[config.mk]
export PLATFORM = sky130hd
export DESIGN_NAME = chacha_qr_sequencer
export DESIGN_NICKNAME = d
export VERILOG_FILES = /design/src/rtl/chacha_qr_sequencer.sv
export SDC_FILE = /design/constraint.sdc
export NUM_CORES = 1
export LEC_CHECK = 0
export CORE_ASPECT_RATIO = 0.7
export CORE_MARGIN = 2
export CORE_UTILIZATION = 40
export DETAILED_ROUTE_END_ITERATION = 12
export DONT_BUFFER_PORTS = 1
export GPL_TIMING_DRIVEN = 0
export PLACE_DENSITY = 0.55
export SLEW_MARGIN = 20
export SYNTH_ARGS = -nofsm -noshare
export SYNTH_HDL_FRONTEND = slang
export SYNTH_SLANG_ARGS = --single-unit
[constraint.sdc]
create_clock -name clk -period 2.3 [get_ports clk]
set_clock_uncertainty 0.15 [all_clocks]
set_input_delay 0.69 -clock clk [delete_from_list [all_inputs] [get_ports clk]]
set_output_delay 0.69 -clock clk [all_outputs]
set_load 0.005 [all_outputs]
[src/rtl/chacha_qr_sequencer.sv]
// Sequences ChaCha quarter-round requests (column round, then diagonal round) for a
// programmable number of double rounds, steering an external 2-bit index counter.
// MAX_DR must fit the 4-bit num_dr/dr_done range (0..15).
module chacha_qr_sequencer #(
    parameter int unsigned MAX_DR = 10
) (
    input  logic       clk,
    input  logic       reset_n,
    input  logic       start,
    input  logic       abort,
    input  logic [3:0] num_dr,
    input  logic [1:0] start_index,
    input  logic       qr_ack,
    input  logic [1:0] cnt_value,
    output logic       cnt_set0,
    output logic       cnt_lock,
    output logic [1:0] cnt_init_value,
    output logic       cnt_step,
    output logic       qr_req,
    output logic [1:0] qr_index,
    output logic       diag_sel,
    output logic [3:0] dr_done,
    output logic       busy,
    output logic       done,
    output logic       err
);

    localparam int unsigned DR_W  = 4;
    localparam int unsigned IDX_W = 2;

    typedef enum logic [2:0] {
        IDLE = 3'd0,
        LOAD = 3'd1,
        COL  = 3'd2,
        DIAG = 3'd3,
        FIN  = 3'd4
    } state_e;

    state_e           state_q, state_d;
    logic [DR_W-1:0]  num_q, num_d;
    logic [IDX_W-1:0] idx_q, idx_d;
    logic [IDX_W-1:0] shadow_q, shadow_d;
    logic [1:0]       qr_cnt_q, qr_cnt_d;
    logic [DR_W-1:0]  dr_done_q, dr_done_d;
    logic             err_q, err_d;
    logic             skip_q, skip_d;
    logic             busy_q, busy_d;
    logic             done_q, done_d;
    logic             qr_req_q, qr_req_d;
    logic             diag_q, diag_d;
    logic             lock_q, lock_d;
    logic [IDX_W-1:0] init_q, init_d;

    logic [DR_W-1:0]  num_clamped_c;
    logic             step_c;
    logic             set0_c;
    logic             lock_c;
    logic             mismatch_c;

    // Abort pre-empts both an acknowledge and a pending counter load.
    assign num_clamped_c = (32'(num_dr) > MAX_DR) ? DR_W'(MAX_DR) : num_dr;
    assign step_c        = qr_req_q & qr_ack & ~abort;
    assign set0_c        = abort & busy_q;
    assign lock_c        = lock_q & ~abort;
    assign mismatch_c    = qr_req_q & ~skip_q & (cnt_value != shadow_q);

    // Next-state and next-output logic
    always_comb begin
        state_d   = state_q;
        num_d     = num_q;
        idx_d     = idx_q;
        shadow_d  = shadow_q;
        qr_cnt_d  = qr_cnt_q;
        dr_done_d = dr_done_q;
        err_d     = err_q | mismatch_c;

        if ((state_q != IDLE) && abort) begin
            state_d  = IDLE;
            shadow_d = '0;
            qr_cnt_d = '0;
        end else begin
            case (state_q)
                IDLE: begin
                    if (start) begin
                        err_d     = 1'b0;
                        dr_done_d = '0;
                        num_d     = num_clamped_c;
                        idx_d     = start_index;
                        state_d   = (num_clamped_c == '0) ? FIN : LOAD;
                    end
                end
                LOAD: begin
                    shadow_d = idx_q;
                    qr_cnt_d = '0;
                    state_d  = COL;
                end
                COL, DIAG: begin
                    if (step_c) begin
                        shadow_d = shadow_q + IDX_W'(1);
                        qr_cnt_d = qr_cnt_q + 2'd1;
                        // Four acks wrap the shadow back to the start index
                        if (qr_cnt_q == 2'd3) begin
                            if (state_q == COL) begin
                                state_d = DIAG;
                            end else begin
                                dr_done_d = dr_done_q + DR_W'(1);
                                state_d   = (dr_done_d == num_q) ? FIN : COL;
                            end
                        end
                    end
                end
                FIN:     state_d = IDLE;
                default: state_d = IDLE;
            endcase
        end

        busy_d   = (state_d != IDLE);
        done_d   = (state_d == FIN);
        qr_req_d = (state_d == COL) || (state_d == DIAG);
        diag_d   = (state_d == DIAG);
        lock_d   = (state_d == LOAD);
        init_d   = (state_d == LOAD) ? idx_d : '0;
        // The counter lags one cycle after any command it receives
        skip_d   = step_c | lock_c;
    end

    // State and registered outputs
    always_ff @(posedge clk or negedge reset_n) begin
        if (!reset_n) begin
            state_q   <= IDLE;
            num_q     <= '0;
            idx_q     <= '0;
            shadow_q  <= '0;
            qr_cnt_q  <= '0;
            dr_done_q <= '0;
            err_q     <= 1'b0;
            skip_q    <= 1'b0;
            busy_q    <= 1'b0;
            done_q    <= 1'b0;
            qr_req_q  <= 1'b0;
            diag_q    <= 1'b0;
            lock_q    <= 1'b0;
            init_q    <= '0;
        end else begin
            state_q   <= state_d;
            num_q     <= num_d;
            idx_q     <= idx_d;
            shadow_q  <= shadow_d;
            qr_cnt_q  <= qr_cnt_d;
            dr_done_q <= dr_done_d;
            err_q     <= err_d;
            skip_q    <= skip_d;
            busy_q    <= busy_d;
            done_q    <= done_d;
            qr_req_q  <= qr_req_d;
            diag_q    <= diag_d;
            lock_q    <= lock_d;
            init_q    <= init_d;
        end
    end

    assign cnt_set0       = set0_c;
    assign cnt_lock       = lock_c;
    assign cnt_init_value = init_q;
    assign cnt_step       = step_c;
    assign qr_req         = qr_req_q;
    assign qr_index       = shadow_q;
    assign diag_sel       = diag_q;
    assign dr_done        = dr_done_q;
    assign busy           = busy_q;
    assign done           = done_q;
    assign err            = err_q;

endmodule

==> impl_metrics.env <==
export IMPL_antenna_found_initial=0
export IMPL_place_gp_congestion=0.746
export IMPL_reg2reg_to="busy"
export IMPL_cts_setup_buffers=0
export IMPL_synth_seq_area_share=0.486
export IMPL_layout_drive_gt1_share=0.155
export IMPL_path_cells="ha_1, xor2_1, or3_1, o31ai_2, nand3b_1"
export IMPL_rrSetupSlack_ns=0.19
export IMPL_slew_viol_final=0
export IMPL_yosys_top_cells_area="dfrtp_1 49%, nand2_1 6.4%, o21ai_0 4.5%"
export IMPL_synth_edf_count=0
export IMPL_hp_class="input port to async pin"
export IMPL_yosys_warnings=0
export IMPL_coreArea_um2=3170
export IMPL_async_reset_ff_frac=1.00
export IMPL_synth_top_cell_area_share=0.486
export IMPL_area_delta_synth_final_pct=10.7
export IMPL_die_h_um=52.4
export IMPL_grt_first_pass_wirelength_um=4440
export IMPL_io_pin_count=29
export IMPL_dieWidth_um=73.1
export IMPL_crit_arrival_ns=2.11
export IMPL_grt_max_degree=27
export IMPL_finalCritPeriodShare=0.918
export IMPL_synth_cell_types=36
export IMPL_cts_root_buf="clkbuf_8"
export IMPL_ff2ff_path_depth=5
export IMPL_worst_path_buf_inv=0
export IMPL_crit_path_end_kind="flip-flop"
export IMPL_worstPathMaxFanout=6
export IMPL_firstDrtPassIters=4
export IMPL_rsz0062_at_grt="no"
export IMPL_layout_min_cycle_time_ns=2.11
export IMPL_critPathKind="flip-flop to flip-flop"
export IMPL_die_area_um2=3830
export IMPL_status="finished, final reports clean"
export IMPL_syn_avg_cell_area_um2=9.77
export IMPL_nNetsFinal=158
export IMPL_max_cap_violations=0
export IMPL_startpoint_type="flip-flop"
export IMPL_p_leak_nw=0.718
export IMPL_rows=17
export IMPL_max_freq_mhz=474
export IMPL_synthesis_area_um2=1340
export IMPL_n_antenna_cell=0
export IMPL_synthCells=137
export IMPL_port_buffers=0
export IMPL_cpPeakStageDelay_ns=0.48
export IMPL_whs_ns=0.0618
export IMPL_finalSetupViolations=0
export IMPL_synth_nets=152
export IMPL_reg2reg_from="dr_done[0]"
export IMPL_slew_headroom=0.740
export IMPL_cts_buffers=3
export IMPL_ys_ff_latch=26
export IMPL_ant_nets=0
export IMPL_place_ws_ns=0.0401
export IMPL_synth_area_leader_cell="dfrtp_1"
export IMPL_route_detailed_drc=0
export IMPL_cts_buffer_depth=2
export IMPL_num_vias=951
export IMPL_grt_usage=0.159
export IMPL_wl_per_cell_um=15.1
export IMPL_crit_family="simple AND/OR/NAND/NOR gates"
export IMPL_required_ns=2.30
export IMPL_grt_pass1_vias=915
export IMPL_drt_first_iter_violations=55
export IMPL_layout_setup_ws_ns=0.189
export IMPL_powerDensity_nw_per_um2=1090
export IMPL_overflow=0
export IMPL_worst_slew_pin_slew_ns=0.391
export IMPL_cp_slowest_cell="dfrtp_1"
export IMPL_via_per_inst=5.28
export IMPL_initial_core_util=0.422
export IMPL_cts_sinks=26
export IMPL_routed_wl_um=2710
export IMPL_peakVddDrop_uv=516
export IMPL_worstSkewPairLatency_ns=0.27
export IMPL_place_hpwl_um=2090
export IMPL_nFillCells=308
export IMPL_synthFlopType="dfrtp_1"
export IMPL_clk_pin_slew_ns=0.09
export IMPL_cts_tree="yes"
export IMPL_tns_ns=0
export IMPL_htree_levels=1
export IMPL_hold_viol=0
## worst reg2reg max path, stage by stage (launching register included)
cell and delay [ns]:
dfrtp_1 0.48, ha_1 0.36, xor2_1 0.16, or3_1 0.40
o31ai_2 0.33, nand3b_1 0.12
## per-stage QoR
step / utilization / instance area, µm² / cells / power (W)
global placement: 0.437 / 1390 / 175 / 0.00122
CTS: 0.466 / 1480 / 180 / 0.00163
finish: 0.468 / 1480 / 180 / 0.00161
detailed placement: 0.437 / 1390 / 175 / 0.00123
floorplan: - / 1340 / 137 / 0.00111
global route: 0.468 / 1480 / 180 / 0.00173
## cell usage after synthesis, types with 3 or more instances
| master | count |
|---|---|
| a21oi_1 | 6 |
| dfrtp_1 | 26 |
| inv_1 | 6 |
| nand2_1 | 23 |
| nand2b_1 | 3 |
| nand3_1 | 5 |
| nand3b_1 | 3 |
| nor2_1 | 6 |
| o21ai_0 | 12 |
| or2_2 | 5 |
| xnor2_1 | 6 |
## cells by family (layout without fill, tap and decap cells)
group / after synthesis / in the layout / synth area share
AO/OA/AOI/OAI: 26 / 26 / 0.117
XOR/XNOR: 8 / 8 / 0.0523
adder cells (fa/ha/maj): 2 / 2 / 0.0187
buffers and inverters: 10 / 15 / 0.0421
flip-flops: 26 / 26 / 0.486
multiplexers: 1 / 1 / 0.00748
AND/OR/NAND/NOR: 64 / 64 / 0.277
## report_power, final
group	switching [W]	internal, W
combinational	0.000285	0.000242
sequential	0.000121	0.000585
clock	0.000147	0.000233
## placed cells by master, fill, tap and decap left out, types with 2 or more instances in the layout
master    count
a21oi_1       6
and2b_2       2
and3_1        2
buf_6         2
clkbuf_8      3
dfrtp_1      26
ha_1          2
inv_1         6
nand2_1      23
nand2b_1      3
nand3_1       5
nand3b_1      3
nor2_1        6
nor2b_1       2
o21ai_0      12
o21ai_1       2
o32ai_1       2
or2_2         5
or3_1         2
or4_1         2
xnor2_1       6
xor2_1        2
## flip-flops by register name, indices dropped and copies added (netlist names), 2 cells and up
register,cells
dr_done,4
cnt_init_value,2
qr_cnt_q,2
idx_q,2
qr_index,2
state_q,3
num_q,4
## what timing repair did
item,in CTS,in global routing
hold buffers,1,0
endpoints found under the hold margin,26,0
resized for setup,0,1
setup endpoints to repair,0,4
## worst max path at each step
| stage | cells after the start | to | startpoint | slack (ns) |
|---|---|---|---|---|
| floorplan | 4 | busy | num_dr[3] | 0.24 |
| global placement | 5 | busy | dr_done[0] | 0.02 |
| detailed placement | 5 | busy | dr_done[0] | 0.04 |
| CTS | 5 | busy | dr_done[0] | 0.02 |
| global route | 5 | busy | dr_done[0] | 0.06 |
| finish | 5 | busy | dr_done[0] | 0.19 |
## area by class of cell
type / count / area [µm²] / share of cell area
sequential: 26 / 651 / 0.439
buffer: 4 / 33.8 / 0.0228
multi-input combinational: 101 / 637 / 0.430
inverter: 6 / 22.5 / 0.0152
tap: 38 / 47.5 / 0.0321
clock buffer: 3 / 41.3 / 0.0278
timing repair buffer: 1 / 20.0 / 0.0135
clock inverter: 1 / 30.0 / 0.0203
## metal layers
layer | wire (µm) | global-route usage | vias to the layer above
li1 | - | - | 480
met1 | 1330 | 0.212 | 441
met2 | 1130 | 0.234 | 25
met3 | 217 | 0.0635 | 5
met4 | 36 | 0.0525 | 0
met5 | 0 | 0 | -
No activity file was read; power rests on OpenSTA's default activity.
